## src/rtl/matrix_uart_tx_formatter_pkg.sv

```systemverilog
// Shared constants for the matrix UART transmit formatter: ASCII codes,
// FSM state encoding and the decimal conversion table.
package matrix_uart_tx_formatter_pkg;

    localparam logic [7:0] CHAR_MINUS = 8'h2D;
    localparam logic [7:0] CHAR_SPACE = 8'h20;
    localparam logic [7:0] CHAR_CR    = 8'h0D;
    localparam logic [7:0] CHAR_LF    = 8'h0A;
    localparam logic [7:0] CHAR_ZERO  = 8'h30;

    typedef enum logic [3:0] {
        S_IDLE,
        S_ERR,
        S_FETCH,
        S_WAIT_RD,
        S_CONV,
        S_SEND_SIGN,
        S_SEND_DIG,
        S_SEND_SEP,
        S_SEND_CR,
        S_SEND_LF,
        S_DRAIN,
        S_DONE
    } state_t;

    // Index 0 is the most significant place, so digits come out MSD first.
    localparam logic [31:0] POW10 [10] = '{
        32'd1000000000, 32'd100000000, 32'd10000000, 32'd1000000, 32'd100000,
        32'd10000,      32'd1000,      32'd100,      32'd10,      32'd1
    };

endpackage

```

## src/rtl/matrix_uart_tx_formatter_uart_byte_tx.sv

```systemverilog
// 8N1 UART byte transmitter: start bit, 8 data bits LSB first, stop bit,
// each held for CLKS_PER_BIT clocks. tx_busy covers the whole frame.
module uart_byte_tx #(
    parameter int CLKS_PER_BIT = 868
) (
    input  logic       clk,
    input  logic       rst_n,
    input  logic       tx_start,
    input  logic [7:0] tx_data,
    output logic       tx_busy,
    output logic       tx_pin
);

    localparam int            CW       = $clog2(CLKS_PER_BIT + 1);
    localparam logic [CW-1:0] CNT_LAST = CW'(CLKS_PER_BIT - 1);

    logic [CW-1:0] r_cnt;
    logic [3:0]    r_bit;
    logic [8:0]    r_shift;
    logic          r_busy;
    logic          r_pin;

    always_ff @(posedge clk or negedge rst_n) begin
        if (!rst_n) begin
            r_cnt   <= '0;
            r_bit   <= '0;
            r_shift <= '1;
            r_busy  <= 1'b0;
            r_pin   <= 1'b1;
        end else if (!r_busy) begin
            if (tx_start) begin
                r_busy  <= 1'b1;
                r_pin   <= 1'b0;
                r_shift <= {1'b1, tx_data};
                r_cnt   <= '0;
                r_bit   <= '0;
            end
        end else if (r_cnt != CNT_LAST) begin
            r_cnt <= r_cnt + CW'(1);
        end else begin
            r_cnt <= '0;
            if (r_bit == 4'd9) begin
                r_busy <= 1'b0;
                r_pin  <= 1'b1;
            end else begin
                // The stop bit rides in at the top of the shifter behind the data.
                r_pin   <= r_shift[0];
                r_shift <= {1'b1, r_shift[8:1]};
                r_bit   <= r_bit + 4'd1;
            end
        end
    end

    assign tx_busy = r_busy;
    assign tx_pin  = r_pin;

endmodule

```

## src/rtl/matrix_uart_tx_formatter.sv

```systemverilog
// Reads an m x n matrix from storage row-major, converts each element to
// decimal ASCII and streams the rows out over an 8N1 UART line.
module matrix_uart_tx_formatter
    import matrix_uart_tx_formatter_pkg::*;
#(
    parameter int CLK_FREQ  = 100_000_000,
    parameter int BAUD      = 115200,
    parameter int MAX_DIM   = 5,
    parameter bit SIGNED_EN = 1'b1
) (
    input  logic        clk,
    input  logic        rst_n,
    input  logic        i_start,
    input  logic [7:0]  i_base_addr,
    input  logic [2:0]  i_m,
    input  logic [2:0]  i_n,
    output logic [7:0]  o_rd_addr,
    input  logic [31:0] i_rd_data,
    output logic        o_busy,
    output logic        o_done,
    output logic        o_err,
    output logic        uart_tx_pin
);

    localparam int         CLKS_PER_BIT = CLK_FREQ / BAUD;
    localparam logic [2:0] MAX_DIM_W    = 3'(MAX_DIM);

    state_t      r_state, w_next;
    logic [7:0]  r_rd_addr;
    logic [2:0]  r_m, r_n, r_r, r_c;
    logic [31:0] r_mag;
    logic        r_neg;
    logic [3:0]  r_pidx, r_dcur, r_ndig, r_didx;
    logic [3:0]  r_digits [10];

    logic        w_tx_start, w_tx_busy, w_tx_free;
    logic [7:0]  w_tx_data;
    logic        w_dims_bad, w_last_col, w_last_row, w_ge, w_last_pow, w_rd_neg;

    assign w_dims_bad = (i_m == 3'd0) || (i_n == 3'd0) || (i_m > MAX_DIM_W) || (i_n > MAX_DIM_W);
    assign w_last_col = (r_c == r_n - 3'd1);
    assign w_last_row = (r_r == r_m - 3'd1);
    assign w_ge       = (r_mag >= POW10[r_pidx]);
    assign w_last_pow = (r_pidx == 4'd9);
    assign w_rd_neg   = SIGNED_EN && i_rd_data[31];
    assign w_tx_free  = !w_tx_busy;

    always_ff @(posedge clk or negedge rst_n) begin
        if (!rst_n) r_state <= S_IDLE;
        else        r_state <= w_next;
    end

    always_comb begin
        // NOTE: defaults first so every path assigns every output; no latches.
        w_next     = r_state;
        w_tx_start = 1'b0;
        w_tx_data  = CHAR_SPACE;
        case (r_state)
            S_IDLE:    if (i_start) w_next = w_dims_bad ? S_ERR : S_FETCH;
            S_ERR:     w_next = S_IDLE;
            S_FETCH:   w_next = S_WAIT_RD;
            S_WAIT_RD: w_next = S_CONV;
            S_CONV:    if (!w_ge && w_last_pow) w_next = S_SEND_SIGN;
            S_SEND_SIGN: begin
                w_tx_data = CHAR_MINUS;
                if (!r_neg) begin
                    w_next = S_SEND_DIG;
                end else if (w_tx_free) begin
                    w_tx_start = 1'b1;
                    w_next     = S_SEND_DIG;
                end
            end
            S_SEND_DIG: begin
                w_tx_data = CHAR_ZERO | {4'd0, r_digits[r_didx]};
                if (w_tx_free) begin
                    w_tx_start = 1'b1;
                    if (r_didx == r_ndig - 4'd1) w_next = S_SEND_SEP;
                end
            end
            S_SEND_SEP: begin
                if (w_last_col) begin
                    w_next = S_SEND_CR;
                end else if (w_tx_free) begin
                    w_tx_start = 1'b1;
                    w_next     = S_FETCH;
                end
            end
            S_SEND_CR: begin
                w_tx_data = CHAR_CR;
                if (w_tx_free) begin
                    w_tx_start = 1'b1;
                    w_next     = S_SEND_LF;
                end
            end
            S_SEND_LF: begin
                w_tx_data = CHAR_LF;
                if (w_tx_free) begin
                    w_tx_start = 1'b1;
                    w_next     = w_last_row ? S_DRAIN : S_FETCH;
                end
            end
            S_DRAIN:   if (w_tx_free) w_next = S_DONE;
            S_DONE:    w_next = S_IDLE;
            default:   w_next = S_IDLE;
        endcase
    end

    // Elements are contiguous row-major, so base + r*n + c is a running pointer.
    always_ff @(posedge clk or negedge rst_n) begin
        if (!rst_n) begin
            r_rd_addr <= '0;
            r_m       <= '0;
            r_n       <= '0;
            r_r       <= '0;
            r_c       <= '0;
            r_mag     <= '0;
            r_neg     <= 1'b0;
            r_pidx    <= '0;
            r_dcur    <= '0;
            r_ndig    <= '0;
            r_didx    <= '0;
        end else begin
            case (r_state)
                S_IDLE: if (i_start) begin
                    r_m <= i_m;
                    r_n <= i_n;
                    if (!w_dims_bad) begin
                        r_rd_addr <= i_base_addr;
                        r_r       <= '0;
                        r_c       <= '0;
                    end
                end
                S_WAIT_RD: begin
                    r_neg  <= w_rd_neg;
                    r_mag  <= w_rd_neg ? 32'd0 - i_rd_data : i_rd_data;
                    r_pidx <= '0;
                    r_dcur <= '0;
                    r_ndig <= '0;
                    r_didx <= '0;
                end
                S_CONV: begin
                    if (w_ge) begin
                        r_mag  <= r_mag - POW10[r_pidx];
                        r_dcur <= r_dcur + 4'd1;
                    end else begin
                        if (r_dcur != 4'd0 || r_ndig != 4'd0 || w_last_pow) r_ndig <= r_ndig + 4'd1;
                        r_dcur <= '0;
                        if (!w_last_pow) r_pidx <= r_pidx + 4'd1;
                    end
                end
                S_SEND_DIG: if (w_tx_start) r_didx <= r_didx + 4'd1;
                S_SEND_SEP: if (w_tx_start) begin
                    r_c       <= r_c + 3'd1;
                    r_rd_addr <= r_rd_addr + 8'd1;
                end
                S_SEND_LF: if (w_tx_start) begin
                    r_c <= '0;
                    if (!w_last_row) begin
                        r_r       <= r_r + 3'd1;
                        r_rd_addr <= r_rd_addr + 8'd1;
                    end
                end
                default: ;
            endcase
        end
    end

    // NOTE: the digit buffer is always written before it is read, so it has no reset.
    always_ff @(posedge clk) begin
        if (r_state == S_CONV && !w_ge && (r_dcur != 4'd0 || r_ndig != 4'd0 || w_last_pow))
            r_digits[r_ndig] <= r_dcur;
    end

    uart_byte_tx #(
        .CLKS_PER_BIT(CLKS_PER_BIT)
    ) u_uart_byte_tx (
        .clk     (clk),
        .rst_n   (rst_n),
        .tx_start(w_tx_start),
        .tx_data (w_tx_data),
        .tx_busy (w_tx_busy),
        .tx_pin  (uart_tx_pin)
    );

    assign o_rd_addr = r_rd_addr;
    assign o_busy    = !(r_state inside {S_IDLE, S_ERR, S_DONE});
    assign o_done    = (r_state == S_DONE) || (r_state == S_ERR);
    assign o_err     = (r_state == S_ERR);

endmodule

```

## config.mk

```make
export PLATFORM = sky130hd
export DESIGN_NAME = matrix_uart_tx_formatter
export DESIGN_NICKNAME = d
export VERILOG_FILES = /design/src/rtl/matrix_uart_tx_formatter_pkg.sv /design/src/rtl/matrix_uart_tx_formatter_uart_byte_tx.sv /design/src/rtl/matrix_uart_tx_formatter.sv
export SDC_FILE = /design/constraint.sdc
export NUM_CORES = 1
export LEC_CHECK = 0
export CORE_ASPECT_RATIO = 0.8
export CORE_MARGIN = 1.5
export CORE_UTILIZATION = 40
export DETAILED_ROUTE_END_ITERATION = 8
export GPL_TIMING_DRIVEN = 0
export REMOVE_ABC_BUFFERS = 1
export SYNTH_ARGS = -nofsm -noshare
export SYNTH_HDL_FRONTEND = slang
export SYNTH_SLANG_ARGS = --single-unit
```

## constraint.sdc

```tcl
create_clock -name clk -period 10.83 [get_ports clk]
set_input_delay 1.083 -clock clk [delete_from_list [all_inputs] [get_ports clk]]
set_output_delay 1.083 -clock clk [all_outputs]
set_load 0.03 [all_outputs]
```

## Yosys cells after proc, flatten, opt, wreduce, memory -nomap -nowiden

Memory sizes are Yosys's and may differ from the RTL's.
Cells that the tools add are included.

- Flip-flop bits (word level): 98
- RAM bits: 40
- ROM bits: 512
- Input port bits: 49
- Memories: 2

Memories:

| name | depth | width | read ports | clocked after Yosys merged registers in | wr ports | line | text |
|---|---|---|---|---|---|---|---|
| (name not given) | 16 | 32 | 1 | 0 | 0 | matrix_uart_tx_formatter.sv:143 | `r_mag <= r_mag - POW10[r_pidx];` |
| r_digits | 10 | 4 | 1 | 0 | 1 | matrix_uart_tx_formatter.sv:34 | `logic [3:0] r_digits [10];` |

- Add/subtract/negate cells: 14
- Magnitude comparators: 4
- Eq/ne operators: 37
- Multiplexer cells: 69
- Bitwise logic cells: 1
- Reduce and logical (&&, ||, !) cells: 34

Operator list:

| cell | count |
|---|---|
| $mux 32 | 4 |
| $mux 4 | 22 |
| $pmux 32 s2 | 1 |
| $mux 8 | 5 |
| $pmux 4 s10 | 1 |
| $mux 9 | 4 |
| $ge 32x32->1 | 1 |
| $pmux 4 s2 | 4 |
| $sub 1x32->32 const A | 1 |
| $sub 32x32->32 | 1 |
| $mux 10 | 3 |
| $ne 2x2->1 const B | 14 |
| $eq 4x4->1 const B | 6 |
| $pmux 6 s4 | 1 |
| $pmux 8 s3 | 1 |
| $add 4x1->4 const B | 5 |
| $mux 3 | 6 |
| $eq 4x3->1 const B | 4 |
| $mux 1 | 13 |
| $add 10x1->10 const B | 1 |
| $ne 10x10->1 const B | 1 |
| $reduce_and 5->1 | 2 |
| $pmux 3 s3 | 1 |
| $reduce_and 3->1 | 3 |
| other kinds (28) | 54 |

## Logic depth before layout (Yosys ltp)

Gate-level depths: netlist (run 1).

- Depth after elaboration: 10
- Mapped depth: 17
- Depth with buffers taken out: 14

## Cells and area by module

From an unflattened synthesis (run 1), not the netlist that was laid out.

- Cells, all modules: 1,062
- Area total of the unflattened synthesis: 9,640.5 um^2

Modules (own cells, without submodules):

| module | times used | cells each | area each (um^2) | seq. area each (um^2) |
|---|---|---|---|---|
| matrix_uart_tx_formatter | 1 | 937 | 8,303.0 | 3,027.9 |
| uart_byte_tx | 1 | 125 | 1,337.5 | 611.8 |

## Worst setup path after synthesis (run 1)

OpenSTA, ideal clock, no wires.

- Path type: reg-to-reg
- Start point: register r_pidx[0]
- End point: memory r_digits[4][0], enable pin
- Setup time: 309 ps
- Arrival time: 3,106 ps
- Setup slack: 7,415 ps
- Stages on the path, launching flop included: 13
- Buffers on the path: 0
- Clock period less this slack: 3,415 ps
- Cell sequence: dfrtp_1 inv_1 ha_1 or3_1 ha_1 a21oi_1 o21ai_1 a31oi_1 o21ai_1 o21ai_2 nand3_2 nor3b_1 and2_1

- Word-level cells in the longest chain between the ends: 10

Ends and longest elaborated chain:

| what | line | text |
|---|---|---|
| start, declared | matrix_uart_tx_formatter.sv:33 | `logic [3:0] r_pidx, r_dcur, r_ndig, r_didx;` |
| start signal, assigned | matrix_uart_tx_formatter.sv:148 | `if (!w_last_pow) r_pidx <= r_pidx + 4'd1;` |
| $not 4->5 (implied by the code) | matrix_uart_tx_formatter.sv:43 | `assign w_ge = (r_mag >= POW10[r_pidx]);` |
| $mem_v2 16x32 | -- |  |
| $mux 32 (2 in series) | -- |  |
| $ge 32x32->1 | matrix_uart_tx_formatter.sv:43 |  |
| $logic_not 1->1 | matrix_uart_tx_formatter.sv:170 | `if (r_state == S_CONV && !w_ge && (r_dcur != 4'd0 \|\| r_ndig != 4'd0 \|\| w_last_pow))` |
| $logic_and 1x1->1 | matrix_uart_tx_formatter.sv:170 |  |
| $logic_and 1x1->1 * | matrix_uart_tx_formatter.sv:170 |  |
| $mux 1 * | matrix_uart_tx_formatter.sv:170 |  |
| $mux 1 (implied by the code) * | matrix_uart_tx_formatter.sv:171 | `r_digits[r_ndig] <= r_dcur;` |
| end, declared | matrix_uart_tx_formatter.sv:34 |  |

Mark *: on every way between the ends. The rest lies on a longest branch, timed or not. The select of a mux whose other input is x is not followed.

## Final worst setup path (run 1)

- Start point: register r_pidx[0]
- End point: register r_mag[27]

- Word-level cells in the longest chain between the ends: 7

Ends and longest elaborated chain:

| what | line | text |
|---|---|---|
| $not 4->5 (implied by the code) * | matrix_uart_tx_formatter.sv:43, matrix_uart_tx_formatter.sv:143 |  |
| $mem_v2 16x32 * | -- |  |
| $mux 32 (implied by the code) * (2 in series) | matrix_uart_tx_formatter.sv:143 |  |
| $sub 32x32->32 or $ge 32x32->1 (tied branches) | matrix_uart_tx_formatter.sv:143, matrix_uart_tx_formatter.sv:43 |  |
| $mux 32 or $ne 2x2->1 (tied branches) | -- |  |
| $pmux 32 s2 or $reduce_and 2->1 (tied branches) | -- |  |
| end signal, assigned | matrix_uart_tx_formatter.sv:135 | `r_mag <= w_rd_neg ? 32'd0 - i_rd_data : i_rd_data;` |
| end signal, assigned | matrix_uart_tx_formatter.sv:143 |  |
| end, declared | matrix_uart_tx_formatter.sv:31 | `logic [31:0] r_mag;` |

Marked as above.
A chain may end at the register's enable or synchronous reset.

==> impl_metrics.json, run 1 <==
{
  "status": "complete, no violations",
  "grt_pass1_wl_mm": 39.1,
  "final_common_cell": "nand2_1",
  "vias_per_cell": 5.59,
  "cts_buffer_depth": 2,
  "area_growth_pct": 15.1,
  "antenna_cells": 0,
  "crit_top_cell": "ha_1",
  "final_cells": 1431,
  "grt_pass1_vias": 7466,
  "cts_buffers": 17,
  "nFillCells": 2249,
  "min_to": "u_uart_byte_tx.r_shift[7]$_DFFE_PN1P_",
  "dr.first_iter.drc_count": 578,
  "async_flop_share": 0.708,
  "hp-start": "u_uart_byte_tx.r_shift[7]$_DFFE_PN1P_",
  "clk_pin_slew_ns": 0.06,
  "netlist_area_um2": 9700,
  "seq_area_frac_synth": 0.375,
  "p_int_mw": 2.03,
  "fin_crit_ns": 4.29,
  "dr_total_vias": 7998,
  "core_area_um2": 23600,
  "path_class": "register to register",
  "p_per_area_nw_per_um2": 351,
  "ctsHoldBuffers": 0,
  "syn_inst": 1071,
  "worst_ep_required_time_ns": 11.15,
  "r2r_end": "r_mag[27]$_DFFE_PN0P_",
  "arrival_ns": 4.61,
  "place_hpwl_mm": 17.6,
  "io_pins": 61,
  "post_cts_buffers": 0,
  "maxCapViolCount": 0,
  "hold_viol_final": 0,
  "cts_root_buffer": "clkbuf_16",
  "clock_sinks": 137,
  "initial_core_util": 0.411,
  "setup-tns-final_ns": 0,
  "grt_max_degree": 52,
  "dr.pass1.iters": 5,
  "hp-class": "register to register",
  "cp_num_buf_inv": 1,
  "critPathMaxStageDelay_ns": 0.69,
  "rsz0062_at_grt": "no",
  "cts_resized": 0,
  "layout_common_cells": "131 x nand2_1, 88 x dfrtp_1, 79 x nor2_1",
  "htreeDepth": 4,
  "placed_area_um2": 10600,
  "synth_edf_count": 40,
  "grt-ovfl-total": 0,
  "worst_slew_pin_slew_ns": 1.29,
  "min_path_cells": 2,
  "drc": 0,
  "io_buffers": 60,
  "drive_above_1_share": 0.0956,
  "setup_slack_ns": 6.54,
  "ff2ff_setup_slack_ns": 6.54,
  "clock_latency_ns": 0.44,
  "cts_tree": "built",
  "dp_cells": 1399,
  "rr_worst_depth": 12,
  "gp_congestion": 0.879,
  "nets": 1212,
  "slowest_stage": "a21oi_2",
  "die-area_um2": 25200,
  "dp_slack_ns": 6.57,
  "gr-usage-all-layers": 0.198,
  "power_leakage_nw": 4.52,
  "wl_per_cell_um": 16.8,
  "yosysWarnings": 0,
  "switching_share": 0.482,
  "seq_power_share": 0.235,
  "p_comb_frac": 0.620,
  "reg2reg_from": "r_pidx[0]$_DFFE_PN0P_",
  "start_kind": "register",
  "ys_ff_latch": 137,
  "relSlewSlack": 0.140,
  "critPathMaxFanout": 13,
  "antenna_found_initial": 0,
  "p_total_mw": 3.92,
  "synth_area_per_cell_um2": 9.05,
  "design_area_um2": 11200,
  "path_delay_family": "simple AND/OR/NAND/NOR gates",
  "fin_crit_sh": 0.396,
  "fmax_mhz": 233,
  "die_h_um": 142,
  "slew_violations": 0,
  "worstPathCellList": "inv_1 > ha_1 > or3_1 > ha_1 > nand2_2 > nor3_2 > nand4_1 > a21oi_1 > o21ai_2 > a21oi_2 > or2_4 > mux2_2",
  "finalSetupViolCount": 0,
  "fin_skew_ns": 0.0126,
  "ant_nets": 0,
  "power.share.clock": 0.145,
  "wirelength_mm": 24.0,
  "worstSetupEndpointType": "register",
  "switchingPower_mw": 1.89,
  "synth_cell_type_count": 85,
  "rows": 50,
  "ir_worst_vdd_mv": 0.171,
  "dieWidth_um": 177,
  "ys.flop_type": "dfrtp_1"
}
worst reg2reg max path: stages (launching register included):
cell     delay (ns)
dfrtp_1        0.55
inv_1          0.19
ha_1           0.39
or3_1          0.38
ha_1           0.43
nand2_2        0.14
nor3_2         0.22
nand4_1        0.12
a21oi_1        0.19
o21ai_2        0.12
a21oi_2        0.69
or2_4          0.41
mux2_2         0.36
synth_stat cells, types with 29 or more instances:
cell type | instances | share of area
xor2_1 | 36 | 0.033
ha_1 | 56 | 0.072
dfrtp_1 | 88 | 0.23
o21ai_0 | 75 | 0.039
nand3_1 | 30 | 0.015
nor2_1 | 79 | 0.031
nand2_1 | 131 | 0.051
a21oi_1 | 75 | 0.039
inv_1 | 33 | 0.013
edfxtp_1 | 40 | 0.12
xnor2_1 | 29 | 0.026
power groups by stage:
stage               Clock (mW)  Sequential [mW]  Combinational (mW)
finish                   0.570            0.920                2.43
global route             0.605            0.949                2.70
CTS                      0.582            0.917                2.42
detailed placement           0            0.926                2.41
global placement             0            0.923                2.35
floorplan                    0            0.878                1.80
worst max path at each step:
stage	end	slack, ns	cells past startpoint	from
final	r_mag[27]$_DFFE_PN0P_	6.54	12	r_pidx[0]$_DFFE_PN0P_
after global routing	r_digits[5][2]$_DFFE_PP_	6.25	12	r_pidx[0]$_DFFE_PN0P_
after detailed placement	r_mag[27]$_DFFE_PN0P_	6.57	12	r_pidx[0]$_DFFE_PN0P_
after global placement	r_mag[16]$_DFFE_PN0P_	1.0	5	r_state[2]$_DFFE_PN0P_
after CTS	r_mag[27]$_DFFE_PN0P_	6.56	12	r_pidx[0]$_DFFE_PN0P_
after floorplan	r_mag[16]$_DFFE_PN0P_	5.34	5	r_state[2]$_DFFE_PN0P_
kinds of logic (layout without fill, tap and decap cells):
| family | Yosys count | count (layout) | share of synthesized area |
|---|---|---|---|
| muxes | 37 | 37 | 0.0506 |
| AOI/OAI and AO/OA | 294 | 294 | 0.195 |
| adders and majority gates | 57 | 57 | 0.0743 |
| xor gates and xnor gates | 66 | 66 | 0.0610 |
| DFF | 137 | 137 | 0.375 |
| and+or+nand+nor | 396 | 396 | 0.206 |
| buffers and inverters | 84 | 132 | 0.0379 |
layout make-up:
type,count,area [um2],area share
Clock inverter,12,101,0.00908
Inverter,33,124,0.0111
Clock buffer,20,472,0.0423
Timing Repair Buffer,67,713,0.0639
Tap cell,312,390,0.0350
Sequential cell,137,3640,0.326
Multi-Input combinational cell,850,5720,0.512
flip-flops by register name (all words and copies together) (netlist names), 4 cells and up:
name                    flops
o_rd_addr                   8
r_state                     4
u_uart_byte_tx.r_bit        4
u_uart_byte_tx.r_cnt       10
r_dcur                      4
r_didx                      4
r_ndig                      4
u_uart_byte_tx.r_shift      8
r_mag                      32
r_digits                   40
r_pidx                      4
stage by stage:
| stage | hold WS, ns | util |
|---|---|---|
| floorplan | 0.439 | - |
| finish | 0.463 | 0.473 |
| detailed placement | 0.457 | 0.449 |
| global route | 0.485 | 0.473 |
| CTS | 0.466 | 0.473 |
| global placement | 0.451 | 0.443 |
routing by layer:
layer | global-route usage | vias to the layer above | part of all wire
met5 | 0 | - | 0
met4 | 0.0446 | 0 | 0.011
met3 | 0.0369 | 14 | 0.034
met2 | 0.283 | 119 | 0.42
met1 | 0.306 | 3874 | 0.53
li1 | - | 3991 | -
No activity file was read; power rests on OpenSTA's default activity.
==> run 2: changes to the inputs <==
clock period = 4.35 ns   (was 10.83 ns; I/O delays follow)
==> run 2 against run 1 <==
Combinational power rose to 2.5 times the previous value. Flip-flop and latch count did not move. Worst hold slack worse by 0.44 ns. Register-to-register slack got worse by 6.2 ns. Critical path depth shrank 1. Wire length down 0.23%. Critical endpoint is now r_mag[4]$_DFFE_PN0P_. Largest power group unchanged. Highest routed layer unchanged.
==> impl_metrics.json, run 2 (synthesized netlist as in run 1, its figures left out) <==
{
  "register_area_um2": 3640,
  "grt_pass1_vias": 7466,
  "dr_total_vias": 8021,
  "switching_share": 0.482,
  "die-area_um2": 25200,
  "top_register": "r_digits",
  "antenna_found_initial": 0,
  "fin_skew_ns": 0.0109,
  "drive_above_1_share": 0.0992,
  "worst_ep_required_time_ns": 4.66,
  "p_per_area_nw_per_um2": 876,
  "nFillCells": 2247,
  "io_pins": 61,
  "slew_violations": 0,
  "path_delay_family": "compound AO/OA/AOI/OAI gates",
  "multi_input_area_um2": 5740,
  "cts_buffers": 17,
  "cts_tree": "built",
  "power.share.clock": 0.145,
  "place_hpwl_mm": 17.6,
  "top_regs": "r_digits x40, r_mag x32, u_uart_byte_tx.r_cnt x10",
  "maxCapViolCount": 0,
  "ir_worst_vdd_mv": 0.443,
  "nets": 1212,
  "fin_crit_ns": 3.99,
  "rows": 50,
  "cp_num_buf_inv": 2,
  "core_area_um2": 23600,
  "critPathMaxStageDelay_ns": 0.64,
  "switchingPower_mw": 4.72,
  "clock_sinks": 137,
  "antenna_cells": 0,
  "dieWidth_um": 177,
  "critPathMaxFanout": 27,
  "post_cts_buffers": 0,
  "placed_area_um2": 10600,
  "die_h_um": 142,
  "drc": 0,
  "io_buffers": 60,
  "seq_power_share": 0.234,
  "dr.pass1.iters": 5,
  "final_common_cell": "nand2_1",
  "fin_crit_sh": 0.917,
  "grt-ovfl-total": 0,
  "ant_nets": 0,
  "crit_path_start": "r_pidx[2]$_DFFE_PN0P_",
  "cts_root_buffer": "clkbuf_16",
  "finalSetupViolCount": 0,
  "gr-usage-all-layers": 0.198,
  "fmax_mhz": 251,
  "clk_pin_slew_ns": 0.07,
  "start_kind": "register",
  "status": "complete, no violations",
  "p_comb_frac": 0.621,
  "reg2reg_from": "r_pidx[2]$_DFFE_PN0P_",
  "area_growth_pct": 15.3,
  "arrival_ns": 4.30,
  "path_class": "register to register",
  "wl_per_cell_um": 16.7,
  "layout_common_cells": "131 x nand2_1, 87 x dfrtp_1, 79 x nor2_1",
  "cts_buffer_depth": 2,
  "dr.first_iter.drc_count": 594,
  "wirelength_mm": 23.9,
  "worst_slew_pin_slew_ns": 1.30,
  "hp-class": "primary input to async pin",
  "clock_latency_ns": 0.43,
  "r2r_end": "r_mag[4]$_DFFE_PN0P_",
  "hold_viol_final": 0,
  "vias_per_cell": 5.61,
  "p_int_mw": 5.07,
  "ff2ff_setup_slack_ns": 0.36,
  "rsz0062_at_grt": "no",
  "relSlewSlack": 0.133,
  "htreeDepth": 4,
  "gp_congestion": 0.879,
  "grt_max_degree": 52,
  "worstPathCellList": "inv_1 > or3_1 > ha_1 > a21oi_1 > nand2_1 > o21ai_1 > a211o_1 > o2111ai_1 > a31oi_4 > buf_16 > mux2_2",
  "setup-tns-final_ns": 0,
  "worstSetupEndpointType": "register",
  "design_area_um2": 11200,
  "largest_reg_flops": 40,
  "grt_pass1_wl_mm": 39.1,
  "power_leakage_nw": 4.53,
  "initial_core_util": 0.411,
  "slowest_stage": "dfrtp_1",
  "rr_worst_depth": 11
}
==> run 2: worst max-delay path by stage <==
stage	endpoint	slack, ns	cells after the start
floorplan	r_mag[16]$_DFFE_PN0P_	-1.14	5
global placement	r_mag[16]$_DFFE_PN0P_	-5.48	5
detailed placement	r_mag[27]$_DFFE_PN0P_	0.09	12
CTS	r_mag[27]$_DFFE_PN0P_	0.08	12
global route	r_digits[5][2]$_DFFE_PP_	0.08	11
finish	r_mag[4]$_DFFE_PN0P_	0.36	11
==> run 2: stage by stage <==
step / hold slack [ns] / power (mW) / setup slack (ns) / std cells / utilization
after floorplan: 0.139 / 6.67 / -1.14 / 1020 / -
after global placement: 0.451 / 8.11 / -5.48 / 1392 / 0.443
after detailed placement: 0.457 / 8.29 / 0.0909 / 1399 / 0.449
after CTS: 0.0524 / 9.76 / 0.0818 / 1431 / 0.473
after global routing: 0.0642 / 10.6 / 0.0774 / 1431 / 0.474
final: 0.0279 / 9.79 / 0.363 / 1431 / 0.474
==> run 2: final cells by class <==
class,instances,share of cell area
Tap cell,312,0.0349
Clock buffer,20,0.0422
Timing Repair Buffer,67,0.0638
Clock inverter,12,0.00907
Multi-Input combinational cell,850,0.513
Sequential cell,137,0.326
Inverter,33,0.0111
==> run 2: power groups by stage <==
stage,logic (mW),registers [mW],clock network [mW]
after global routing,6.76,2.37,1.51
after floorplan,4.49,2.19,0
after global placement,5.82,2.29,0
after detailed placement,5.99,2.30,0
after CTS,6.03,2.28,1.45
final,6.08,2.29,1.42
==> run 2: metal layers <==
| layer | track usage | wire length, um | up-vias |
|---|---|---|---|
| li1 | - | - | 3987 |
| met1 | 0.306 | 12600 | 3859 |
| met2 | 0.283 | 10100 | 158 |
| met3 | 0.0369 | 950 | 17 |
| met4 | 0.0446 | 276 | 0 |
| met5 | 0 | 0 | - |
==> run 2: timing repair <==
| item | CTS | global route |
|---|---|---|
| gates resized for setup | 0 | 5 |
| endpoints found under the setup margin | 0 | 35 |
| hold buffers | 0 | 0 |
==> run 3: changes to the inputs <==
--- a/config.mk
+++ b/config.mk
@@ -7,2 +7,3 @@
 export LEC_CHECK = 0
+export CAP_MARGIN = 20
 export CORE_ASPECT_RATIO = 0.8
@@ -13,2 +14,3 @@
 export REMOVE_ABC_BUFFERS = 1
+export SLEW_MARGIN = 20
 export SYNTH_ARGS = -nofsm -noshare
--- a/constraint.sdc
+++ b/constraint.sdc
@@ -3,2 +3,2 @@
 set_output_delay 0.435 -clock clk [all_outputs]
-set_load 0.03 [all_outputs]
+set_load 0.02 [all_outputs]
==> run 3 against run 2 <==
Global-route usage rose by 0.12 points. Core utilization barely moved. Combinational power barely moved. Sequential share of layout area barely moved. Cell area barely moved. Register-to-register slack got worse by 0.02 ns. Largest cell class unchanged.
==> impl_metrics.json, run 3 (synthesized netlist as in run 1, its figures left out) <==
{
  "post_cts_buffers": 0,
  "power_leakage_nw": 4.54,
  "dr.pass1.iters": 5,
  "clk_pin_slew_ns": 0.06,
  "dr.first_iter.drc_count": 662,
  "core_area_um2": 23600,
  "fmax_mhz": 249,
  "design_area_um2": 11200,
  "cts_root_buffer": "clkbuf_16",
  "gp_congestion": 0.879,
  "worstSetupEndpointType": "register",
  "wl_per_cell_um": 16.7,
  "top_register": "r_digits",
  "busiest_layer": "met1",
  "power.share.clock": 0.146,
  "initial_core_util": 0.411,
  "gr-usage-all-layers": 0.199,
  "htreeDepth": 4,
  "final_cells": 1433,
  "place_hpwl_mm": 17.7,
  "drc": 0,
  "worst_ep_required_time_ns": 4.66,
  "grt_pass1_wl_mm": 39.5,
  "ir_worst_vdd_mv": 0.382,
  "start_kind": "register",
  "path_class": "register to register",
  "placed_area_um2": 10600,
  "fin_crit_ns": 4.01,
  "clock_sinks": 137,
  "maxCapViolCount": 0,
  "setup-tns-final_ns": 0,
  "switchingPower_mw": 4.72,
  "hp-class": "register to register",
  "arrival_ns": 4.32,
  "dp_cells": 1400,
  "seq_power_share": 0.234,
  "dr_total_vias": 7971,
  "cts_tree": "built",
  "rsz0062_at_grt": "no",
  "cts_buffers": 17,
  "relSlewSlack": 0.367,
  "die_h_um": 142,
  "dp_slack_ns": 0.0810,
  "vias_per_cell": 5.56,
  "antenna_found_initial": 0,
  "worst_hold_slack_ns": 0.464,
  "worst_slew_pin_slew_ns": 0.950,
  "p_comb_frac": 0.620,
  "p_int_mw": 5.06,
  "met2_usage": 0.288,
  "ant_nets": 0,
  "drive_above_1_share": 0.102,
  "cts_buffer_depth": 2,
  "grt-ovfl-total": 0,
  "layout_common_cells": "130 x nand2_1, 87 x dfrtp_1, 79 x nor2_1",
  "grt_max_degree": 52,
  "antenna_cells": 0,
  "die-area_um2": 25200,
  "switching_share": 0.483,
  "area_growth_pct": 15.4,
  "dieWidth_um": 177,
  "use_met3": 0.0337,
  "fin_skew_ns": 0.0120,
  "setup_slack_ns": 0.340,
  "status": "complete, no violations",
  "largest_reg_flops": 40,
  "critPathMaxFanout": 27,
  "final_common_cell": "nand2_1",
  "met1_usage": 0.306,
  "rows": 50,
  "fin_crit_sh": 0.922,
  "nets": 1214,
  "io_buffers": 60,
  "finalSetupViolCount": 0,
  "slew_violations": 0,
  "grt_pass1_vias": 7529,
  "io_pins": 61,
  "wirelength_mm": 24.0,
  "hold_viol_final": 0,
  "clock_latency_ns": 0.43,
  "p_per_area_nw_per_um2": 873,
  "top_regs": "r_digits x40, r_mag x32, u_uart_byte_tx.r_cnt x10"
}
## run 3: changes by cell type in the layout (fill, tap and decap cells not counted), sizes merged
| cell | change |
|---|---|
| inv | +1 |
| buf | +2 |
| clkinv | +2 |
| clkbuf | -2 |
| clkdlybuf4s50 | -1 |
| clkinvlp | -1 |
| dlygate4sd3 | +1 |
## run 3: stage by stage
stage | power [mW] | util
finish | 9.77 | 0.474
global route | 10.6 | 0.474
CTS | 9.75 | 0.473
detailed placement | 8.28 | 0.449
global placement | 8.08 | 0.443
floorplan | 6.65 | -
## run 3: path summary, 6_finish.rpt
kind	start	endpoint	slack, ns	cells after the start
worst min register to register	u_uart_byte_tx.r_shift[7]$_DFFE_PN1P_	u_uart_byte_tx.r_shift[7]$_DFFE_PN1P_	0.46	2
worst min-delay path	u_uart_byte_tx.r_shift[7]$_DFFE_PN1P_	u_uart_byte_tx.r_shift[7]$_DFFE_PN1P_	0.46	2
max in group asynchronous	rst_n	u_uart_byte_tx.r_shift[7]$_DFFE_PN1P_	3.16	3
worst max-delay path	r_pidx[2]$_DFFE_PN0P_	r_mag[4]$_DFFE_PN0P_	0.34	11
worst max register to register	r_pidx[2]$_DFFE_PN0P_	r_mag[4]$_DFFE_PN0P_	0.34	11
min in group asynchronous	rst_n	o_rd_addr[6]$_DFFE_PN0P_	0.51	2
## run 3: routing by layer
metal / vias up / share of wire
met4: 0 / 0.013
met3: 14 / 0.036
li1: 3989 / -
met5: - / 0
met1: 3838 / 0.53
met2: 130 / 0.42
## run 3: worst max-delay path, cell delays in order (launching register included)
cell,delay (ns)
dfrtp_1,0.64
inv_1,0.25
or3_1,0.45
ha_1,0.37
a21oi_1,0.34
nand2_1,0.09
o21ai_1,0.31
a211o_1,0.19
o2111ai_1,0.15
a31oi_4,0.52
buf_16,0.24
mux2_2,0.34
## run 3: power by group through the flow
stage | clock network (mW) | registers (mW) | logic [mW]
final | 1.42 | 2.29 | 6.06
after global routing | 1.51 | 2.36 | 6.74
after CTS | 1.45 | 2.28 | 6.02
after detailed placement | 0 | 2.31 | 5.97
after global placement | 0 | 2.29 | 5.79
after floorplan | 0 | 2.17 | 4.48
## run 3: layout make-up
cell class | count | area, um2
Multi-Input combinational cell | 850 | 5740
Clock inverter | 14 | 125
Sequential cell | 137 | 3640
Tap cell | 312 | 390
Inverter | 33 | 124
Timing Repair Buffer | 69 | 718
Clock buffer | 18 | 450
Fill cell | 2237 | 12400
## run 3: repair_timing
action	4_1_cts	5_1_grt
setup endpoints to repair	0	35
hold buffers	1	0
hold endpoints to repair	46	0
resized for setup	0	5
